## src/rtl/plru_pkg.sv

```systemverilog
// Shared sizing, types and tree pseudo-LRU helpers for the way allocator and its models.
// Heap-indexed tree: node 1 is the root and node n has children 2n and 2n+1.
package plru_pkg;

  localparam int unsigned S_IDX    = 4;
  localparam int unsigned W_IDX    = 2;
  localparam int unsigned NUM_SETS = 1 << S_IDX;
  localparam int unsigned WAYS     = 1 << W_IDX;
  localparam int unsigned NODES    = WAYS - 1;

  typedef logic [WAYS-1:1] plru_tree_t;

  typedef enum logic [1:0] {IDLE, PICK, WAIT} alloc_state_e;

  // Walk from the root: a 0 bit goes left, a 1 bit goes right.
  function automatic logic [W_IDX-1:0] plru_victim(input plru_tree_t tree);
    int unsigned node;
    node = 1;
    for (int l = 0; l < int'(W_IDX); l++) begin
      node = (node << 1) | 32'(tree[node]);
    end
    return W_IDX'(node - WAYS);
  endfunction

  // Every node on the way's path is pointed away from that way.
  function automatic plru_tree_t plru_update(input plru_tree_t tree,
                                             input logic [W_IDX-1:0] way);
    plru_tree_t  t;
    int unsigned node;
    logic        b;
    t    = tree;
    node = 1;
    for (int l = 0; l < int'(W_IDX); l++) begin
      b       = way[W_IDX-1-l];
      t[node] = ~b;
      node    = (node << 1) | 32'(b);
    end
    return t;
  endfunction

endpackage

```

## src/rtl/plru_set_array.sv

```systemverilog
// Per-set PLRU tree storage with a touch port and a commit port; commit wins over touch.
// The read port returns the next-state tree so a same-edge touch is visible to the reader.
module plru_set_array import plru_pkg::*; (
  input  logic             clk,
  input  logic             rst,
  input  logic             touch_valid,
  input  logic [S_IDX-1:0] touch_set,
  input  logic [W_IDX-1:0] touch_way,
  input  logic             commit_valid,
  input  logic [S_IDX-1:0] commit_set,
  input  logic [W_IDX-1:0] commit_way,
  input  logic [S_IDX-1:0] rd_set,
  output plru_tree_t       rd_tree
);

  plru_tree_t tree_q [NUM_SETS];
  plru_tree_t tree_d [NUM_SETS];

  always_comb begin
    for (int s = 0; s < int'(NUM_SETS); s++) begin
      tree_d[s] = tree_q[s];
      if (touch_valid && (touch_set == S_IDX'(s))) begin
        tree_d[s] = plru_update(tree_d[s], touch_way);
      end
      // Applied after the touch so commit-path nodes take the commit value.
      if (commit_valid && (commit_set == S_IDX'(s))) begin
        tree_d[s] = plru_update(tree_d[s], commit_way);
      end
    end
  end

  always_ff @(posedge clk) begin
    for (int s = 0; s < int'(NUM_SETS); s++) begin
      if (rst) begin
        tree_q[s] <= '0;
      end else begin
        tree_q[s] <= tree_d[s];
      end
    end
  end

  assign rd_tree = tree_d[rd_set];

endmodule

```

## src/rtl/plru_way_allocator.sv

```systemverilog
// Miss-allocation controller: request / victim / commit handshake over per-set PLRU trees.
// An invalid way always wins over the tree victim.
module plru_way_allocator import plru_pkg::*; (
  input  logic             clk,
  input  logic             rst,
  input  logic             touch_valid,
  input  logic [S_IDX-1:0] touch_set,
  input  logic [W_IDX-1:0] touch_way,
  input  logic             alloc_req,
  input  logic [S_IDX-1:0] alloc_set,
  input  logic [WAYS-1:0]  alloc_vmask,
  output logic             alloc_ready,
  output logic             victim_valid,
  output logic [W_IDX-1:0] victim_way,
  input  logic             alloc_done,
  output logic             busy
);

  alloc_state_e     state;
  logic [S_IDX-1:0] cap_set;
  logic [WAYS-1:0]  cap_vmask;
  plru_tree_t       cap_tree;
  logic             commit_valid;
  logic [W_IDX-1:0] inv_way;
  logic [W_IDX-1:0] pick_way;

  assign commit_valid = (state == WAIT) && alloc_done;

  plru_set_array u_sets (
    .clk          (clk),
    .rst          (rst),
    .touch_valid  (touch_valid),
    .touch_set    (touch_set),
    .touch_way    (touch_way),
    .commit_valid (commit_valid),
    .commit_set   (cap_set),
    .commit_way   (victim_way),
    .rd_set       (cap_set),
    .rd_tree      (cap_tree)
  );

  always_comb begin
    inv_way = '0;
    for (int i = int'(WAYS) - 1; i >= 0; i--) begin
      if (!cap_vmask[i]) begin
        inv_way = W_IDX'(i);
      end
    end
  end

  assign pick_way = (&cap_vmask) ? plru_victim(cap_tree) : inv_way;

  always_ff @(posedge clk) begin
    if (rst) begin
      state        <= IDLE;
      alloc_ready  <= 1'b1;
      victim_valid <= 1'b0;
      victim_way   <= '0;
      busy         <= 1'b0;
      cap_set      <= '0;
      cap_vmask    <= '0;
    end else begin
      case (state)
        IDLE: begin
          if (alloc_req) begin
            cap_set     <= alloc_set;
            cap_vmask   <= alloc_vmask;
            alloc_ready <= 1'b0;
            busy        <= 1'b1;
            state       <= PICK;
          end
        end
        PICK: begin
          victim_way   <= pick_way;
          victim_valid <= 1'b1;
          state        <= WAIT;
        end
        WAIT: begin
          if (alloc_done) begin
            victim_valid <= 1'b0;
            alloc_ready  <= 1'b1;
            busy         <= 1'b0;
            state        <= IDLE;
          end
        end
        default: begin
          state <= IDLE;
        end
      endcase
    end
  end

endmodule
```

## config.mk

```make
export PLATFORM = sky130hd
export DESIGN_NAME = plru_way_allocator
export DESIGN_NICKNAME = d
export VERILOG_FILES = /design/src/rtl/plru_pkg.sv /design/src/rtl/plru_set_array.sv /design/src/rtl/plru_way_allocator.sv
export SDC_FILE = /design/constraint.sdc
export NUM_CORES = 1
export LEC_CHECK = 0
export CORE_MARGIN = 10
export CORE_UTILIZATION = 50
export DETAILED_ROUTE_END_ITERATION = 10
export PLACE_DENSITY = 0.69
export RECOVER_POWER = 50
export REMOVE_ABC_BUFFERS = 1
export SYNTH_ARGS = -nofsm -noshare
export SYNTH_HDL_FRONTEND = slang
export SYNTH_SLANG_ARGS = --single-unit
export TNS_END_PERCENT = 50
```

## constraint.sdc

```tcl
create_clock -name clk -period 4.6 [get_ports clk]
set_input_delay 0.46 -clock clk [delete_from_list [all_inputs] [get_ports clk]]
set_output_delay 0.46 -clock clk [all_outputs]
set_load 0.01 [all_outputs]
```

==> run summary, run 1 <==
The tools report the reported leakage power as 1.52 nW. The H-tree generated during clock tree synthesis spans 3 levels. For the total clock buffers created by CTS, the log shows 9. Sort of element at the start of the critical path: a register. In the routed layout, each cell is associated on average with a via count of 7.02. At the end of routability-driven placement, the weighted congestion stood at 1.02.

In the final design database the tool counted 553 nets. After detailed routing, the total wire length is 15,700 um. The category of the worst setup path capture point is a register. The clock arrives with 13.0 ps of skew.

The tools report the clock insertion delay at the later pin of the skew report as 370 ps. The most common cell after layout, fill and taps aside was sky130_fd_sc_hd__nor2_1. Fraction of layout cells with a size suffix above 1: 8.16%.

Sequential elements use 30.8% of the synthesized area. In the synthesized netlist, the number of instances is 535. The tools report the power after layout as 1.51 mW. The commonest register cell after synthesis was sky130_fd_sc_hd__dfxtp_1. In this run the tool buffered the top-level ports with 23 buffer cells. For the area of all placed cells without fillers, the log shows 4600 sq um.

The area after detailed placement came out at 4330 sq um. The synthesized netlist occupies a cell area of 4090 sq um. The detail route stage leaves a number of antenna-violating nets equal to 0. The logs give 0 for the number of hold violations in the final report and 4,499 for the count of vias placed by the detailed router.

The floorplan step defined a die boundary enclosing 12,200 sq um. The first global-routing pass estimated 23,900 um of wire. The run gives 7850 sq um as the placeable core region. In the final timing run, aggregate negative setup slack is 0 ps. The average instance in the mapped netlist occupies 7.64 sq um. The combinational power share was 13.3%. Portion of the clock cycle consumed by the worst path in the final layout: 78.0%. After clock tree synthesis, the setup repair step added 0 buffers. In this run the vertical extent of the chip is 110 um. Of all nets on the critical path, the largest fanout is 26.

Internal portion of total power: 1.11 mW. Across the run, the number of max-cap violations was 0. After detailed routing, the average wire length per cell comes to 24.4 um. The run gives 0 as the post-cts resize count. The flow ran to the end, and the final reports show no timing, DRC or antenna violations. Relative to the synthesized area, the layout overhead comes to 12.6%. The logs give 279 MHz for the maximum clock rate and 1010 ps for the final critical-path setup slack.

After detailed routing, the number of remaining DRC violations is 0. During I/O placement, the number of pins put on the boundary was 24. Sequential cells account for 39.0% of the total power.

After synthesis, the share of flip-flops with an asynchronous set or reset is 0%. During synthesis, Yosys emitted a total of 0 warnings. At the pin with the least slew margin, the transition time is 1210 ps. After floorplanning, the core was divided into 32 placement rows. Setup repair after global routing left no endpoint under its margin. The cell at the root of the clock tree was sky130_fd_sc_hd__clkbuf_8. TritonCTS built the clock tree.

The tree built by TritonCTS fans out to 63 sinks. The initial DRC count is 479. In this run the deepest clock path goes through 2 buffers. For the count of TritonRoute iterations in the first routing pass, the log shows 5. 0 antenna diodes ended up in the layout. Number of buffers inserted by hold repair at cts: 0.

Data on the critical path is required at its endpoint by 4880 ps. Largest net degree at the start of global routing: 64. The x dimension of the die was 110 um.

The critical path goes through clkbuf_1, nand4bb_1, nor2_1, a21oi_1, a311oi_1, o22ai_1, or4_4, a31o_1, a211oi_2. The clock-pin slew on the worst setup and hold paths works out to 90 ps. Kind of critical path: reg -> reg.

Final number of max-transition violations: 0. For the via count of the first global-routing pass, the log shows 4,273. The final critical path time including I/O delays and setup is 3590 ps, and the worst slack at placement is 962 ps. The run gives 0 as the leftover overflow at the end of global routing. The cell area power density was 328 nW/um^2; the clock group share of total power was 47.7%.

In this run the power spent charging and discharging nets is 402 uW. The number of enable-type register cells in the synthesized netlist is 0, and the final setup violation count is 0. The initial utilization of the core area, before any placement, comes to 52.1%.

The slowest library cell on the worst path was sky130_fd_sc_hd__dfxtp_1. The top cell types in the final layout, fill and taps aside, are sky130_fd_sc_hd__nor2_1 (72), sky130_fd_sc_hd__dfxtp_1 (63), sky130_fd_sc_hd__a21oi_1 (50), sky130_fd_sc_hd__nand2_1 (36), sky130_fd_sc_hd__o21ai_0 (21). In this run the tightest slew margin relative to its limit is 19.2%. The logs give 0 for the initial antenna violation count and 0.188 mV for the peak supply drop. In this design, the stage delay of the slowest critical-path cell is 990 ps. Once detailed placement completed, the half-perimeter wirelength came to 10,600 um. Across every metal layer, demand over resource in global routing totals 24.0%. For the worst setup path, the data arrival time is 3860 ps. The count of cell types in the netlist is 68, and the post-synthesis register bit count is 63. In this run switching power makes up 26.6% of total power. At the end of the flow the core is filled with cells to 58.7%.

The worst hold path belongs to the class reg -> reg.
## cells in the mapped netlist, types with 8 or more instances
library cell,number,area share (%)
sky130_fd_sc_hd__nor2_1,72,6.6
sky130_fd_sc_hd__dfxtp_1,63,31
sky130_fd_sc_hd__a21oi_1,50,6.1
sky130_fd_sc_hd__nand2_1,36,3.3
sky130_fd_sc_hd__clkbuf_1,29,2.7
sky130_fd_sc_hd__o21ai_0,20,2.4
sky130_fd_sc_hd__a31oi_1,18,2.8
sky130_fd_sc_hd__nor2b_1,18,2.8
sky130_fd_sc_hd__o22ai_1,18,2.8
sky130_fd_sc_hd__buf_2,16,2.0
sky130_fd_sc_hd__a22oi_1,14,2.6
sky130_fd_sc_hd__nand3_1,12,1.5
sky130_fd_sc_hd__nor3_1,11,1.3
sky130_fd_sc_hd__mux2i_1,9,2.2
sky130_fd_sc_hd__a211oi_1,8,1.5
sky130_fd_sc_hd__nand4b_1,8,1.7
## power groups by stage
stage | sequential, mW | combinational, mW | clock [mW]
finish | 0.588 | 0.200 | 0.720
floorplan | 0.595 | 0.0969 | 0
CTS | 0.587 | 0.197 | 0.721
global placement | 0.600 | 0.196 | 0
detailed placement | 0.600 | 0.196 | 0
global route | 0.590 | 0.213 | 0.742
## cells by family (layout without fill, tap and decap cells)
kind of cell,after synthesis,count (layout),share of synthesized area (%)
muxes,11,11,3.03
buffers and inverters,62,66,7.01
and+or+nand+nor,216,216,29.7
DFF,63,63,30.8
AOI/OAI and AO/OA,183,183,29.5
## state kept, by name, summed over array words and instances (netlist names)
name and count:
cap_set 4, alloc_ready 1, u_sets.tree_q 48, victim_way 2
cap_vmask 4, victim_valid 1, state 2, busy 1
## routing by layer
metal | vias to the layer above | global-route usage [%] | routed length (um)
met5 | - | 0 | 0
met4 | 0 | 12.3 | 647
li1 | 2009 | - | -
met2 | 315 | 36.6 | 6950
met1 | 2111 | 30.6 | 6270
met3 | 64 | 5.67 | 1790
## worst paths after layout
kind / startpoint / end / slack (ps) / cells after the start
setup / recovery: cap_set[1]$_SDFFE_PP0P_ / victim_way[0]$_SDFFE_PP0P_ / 1010 / 9
hold reg to reg: victim_valid$_SDFFE_PP0P_ / victim_valid$_SDFFE_PP0P_ / 490 / 2
hold / removal: victim_valid$_SDFFE_PP0P_ / victim_valid$_SDFFE_PP0P_ / 490 / 2
setup reg to reg: cap_set[1]$_SDFFE_PP0P_ / victim_way[0]$_SDFFE_PP0P_ / 1010 / 9
## layout make-up
type	count	area [sq um]
clock buffer	9	124
clock inverter	7	168
fill	763	3240
inverter	7	26.3
multi-input combinational	410	2530
sequential	63	1260
tap	102	128
timing repair buffer	43	364
## metrics by stage
stage | hold slack [ps] | cells
final | 490 | 641
after global routing | 510 | 641
after CTS | 496 | 641
after detailed placement | 481 | 625
after global placement | 468 | 625
after floorplan | 454 | 480
## critical path, delay by kind of cell (launching register included)
kind	cells	cell delay [ps]
flops	1	990
simple gates	3	960
compound gates	5	960
buf+inv	1	570
Note: power is estimated with default switching activity, not from simulation.
==> run 2: changes to the inputs <==
- PLACE_DENSITY: 0.69 -> 0.71
- clock period: 4.6 -> 2.9 ns (I/O delays scaled with it)
==> run summary, run 2 (synthesis results as in run 1) <==
The critical path goes through buf_12, nor4bb_1, buf_4, nand2_1, o22ai_1, a41oi_1, nand3_1, a21oi_1, a31o_1, a211oi_2. For the number of diodes added for antenna fixing, the log shows 0 (unchanged). The area after detailed placement came out at 5220 sq um (+20%). The cell area power density was 418 nW/um^2 (+27%); the worst clock skew on the final layout was 9.74 ps (-3.24 ps).

For the maximum clock rate, the log shows 346 MHz (+24%). The count of vias placed by the detailed router came out at 5,061 (+12%). The number of buffers inserted by hold repair at cts is 0 (unchanged).

The library cell used most frequently in the layout, excluding fill and tap cells, is sky130_fd_sc_hd__buf_4. For the critical path data required time, the log shows 3170 ps (-1710 ps). The post-placement cell count came out at 736 (+18%). The I/O pin total was 24 (unchanged); the largest net degree at the start of global routing was 34 (-47%).

CTS placed an instance of sky130_fd_sc_hd__clkbuf_8 at the clock tree root. The number of clock sinks is 63 (unchanged), and the vertical extent of the die is 110 um (unchanged). The final net count was 664 (+20%). The leftover overflow at the end of global routing was 0 (unchanged); the worst hold-check slack was 496 ps (+6.78 ps). Leaving out fill and tap cells, the most frequent cells in the layout are sky130_fd_sc_hd__buf_4 (122), sky130_fd_sc_hd__nor2_1 (72), sky130_fd_sc_hd__dfxtp_1 (60), sky130_fd_sc_hd__a21oi_1 (50), sky130_fd_sc_hd__nand2_1 (36). The fraction of layout cells with a size suffix above 1 is 24.8% (+17 points). The starting density of the core came out at 52.1% (unchanged). The final setup violation count was 0 (unchanged); the signed area change from the synthesized netlist to the final layout was 33.0%.

STA classifies the critical path startpoint as a register. The number of nets with antenna violations after routing was 0 (unchanged); the initial DRC count was 619 (+29%). The checks that failed: max-capacitance violations, max-slew violations. STA classifies the critical path endpoint as a register. The routed wirelength normalized by instance count works out to 23.8 um (-2.8%). The sum of net half-perimeters after detailed placement was 13,100 um (+24%); the count of TritonRoute iterations in the first routing pass was 8 (+3). The relative slew slack is -12.1% (-31 points), and the slew at the pin closest to its max-slew limit is 1680 ps (+469 ps).

The peak supply drop came out at 0.290 mV (+54%). The overall global routing resource usage came out at 27.8% (+3.8 points). TritonCTS built the clock tree.

The clock insertion delay at the later pin of the skew report was 370 ps (about the same). The number of buffers and inverters on the critical path is 2 (+1). The worst min-delay path class is reg -> reg. The final number of max-transition violations is 34 (+34), and the initial antenna violation count is 0 (unchanged). The run gives 0 (unchanged) as the number of post-CTS setup repair buffers.

The logs give 2 (unchanged) for the maximum count of clock buffers along a single path and 4,787 (+12%) for the via count of the first global-routing pass. The count of maximum capacitance violations is 1 (+1), and the global-route wire length before repair is 27,600 um (+15%). Largest fanout on the critical path: 19 (-27%). The number of non-filler instances in the completed layout was 752 (+17%); the number of cell rows was 32 (unchanged).

The count of buffers inserted at the top-level ports works out to 23 (unchanged). The vias per cell was 6.73 (-4.1%); the reported leakage power was 2.05 nW (+34%). The portion of the clock cycle consumed by the worst path in the final layout was 99.6% (+22 points). The number of flip-flops under the largest register name came out at 48 (unchanged). The x dimension of the die came out at 110 um (unchanged). The slowest library cell on the worst path was sky130_fd_sc_hd__dfxtp_1. The run finished, with violations left. More flip-flops sit in one register than any other, and that register is u_sets.tree_q.

Kind of critical path: reg -> reg. Setup repair after global routing left no endpoint under its margin. The clock-pin slew on the worst setup and hold paths was 80 ps (about the same). The number of H-tree branching levels was 3 (unchanged). The maximum single-stage delay on the critical path is 590 ps (-400 ps). The run gives 12,200 sq um (unchanged) as the area of the die.

The final critical path time including I/O delays and setup was 2890 ps (-699 ps); the wire length reported by the detailed router was 17,900 um (+14%). Post-route DRC violation count: 0 (unchanged). The largest registers in the layout are u_sets.tree_q x48, cap_set x4, cap_vmask x4.

The arrival time at the worst endpoint came out at 3160 ps (-700 ps). The number of hold violations in the final report is 0 (unchanged), and the total clock buffers created by CTS is 9 (unchanged). The gate family responsible for the most delay along the worst path was compound AO/OA/AOI/OAI gates. For the placeable core region, the log shows 7850 sq um (unchanged). The run gives 5440 sq um (+18%) as the area of all placed cells without fillers.

The placer congestion estimate came out at 0.993 (-3.1%).
## run 2: worst min-delay path: stages, from the launching register on
cell	delay [ps]
sky130_fd_sc_hd__dfxtp_1	320
sky130_fd_sc_hd__nand2_1	60
sky130_fd_sc_hd__a211oi_1	70
## run 2: path summary, 6_finish.rpt
kind                             startpoint                    endpoint  slack (ps)  cells after the start
setup / recovery      state[1]$_SDFFE_PP0P_  victim_way[0]$_SDFFE_PP0P_          10                     10
hold reg to reg   victim_valid$_SDFFE_PP0P_   victim_valid$_SDFFE_PP0P_         500                      2
setup reg to reg      state[1]$_SDFFE_PP0P_  victim_way[0]$_SDFFE_PP0P_          10                     10
hold / removal    victim_valid$_SDFFE_PP0P_   victim_valid$_SDFFE_PP0P_         500                      2
## run 2: layout make-up
| cell class | instances | area [sq um] |
|---|---|---|
| multi-input cells | 410 | 2540 |
| inverters | 7 | 26.3 |
| repair buffers | 154 | 1240 |
| well taps | 102 | 128 |
| flip-flops and latches | 63 | 1270 |
| fillers | 680 | 2410 |
| clock buffers | 10 | 138 |
| clock inverters | 6 | 92.6 |
## run 2: repair_timing
action,CTS,global route
setup endpoints to repair,1,1
pin swaps,0,0
cloned,0,0
gates resized for setup,1,4
## run 2: where the power goes
group,switching (mW),total (mW),internal [mW]
Clock,0.405,0.917,0.512
Combinational,0.244,0.436,0.192
Sequential,0.0304,0.919,0.889
Total,0.680,2.27,1.59
## run 2: metrics by stage
stage	total power [mW]	setup TNS (ps)	setup slack, ps	util [%]
final	2.27	0	12.5	69.3
after global routing	2.33	0	9.38	69.3
after CTS	2.25	0	94.7	69.4
after detailed placement	1.36	-284	-187	66.5
after global placement	1.35	-299	-163	66.5
after floorplan	1.10	0	117	-
## run 2: routing by layer
layer	track usage, %	part of all wire, %
met5	0	0
met4	11.7	4.0
met3	6.48	11
met2	41.9	44
met1	37.0	41
==> run 3: changes to the inputs <==
- CAP_MARGIN: default -> 20
==> results of run 3 <==
Final layout, timing and power as in run 2 (identical DEF).
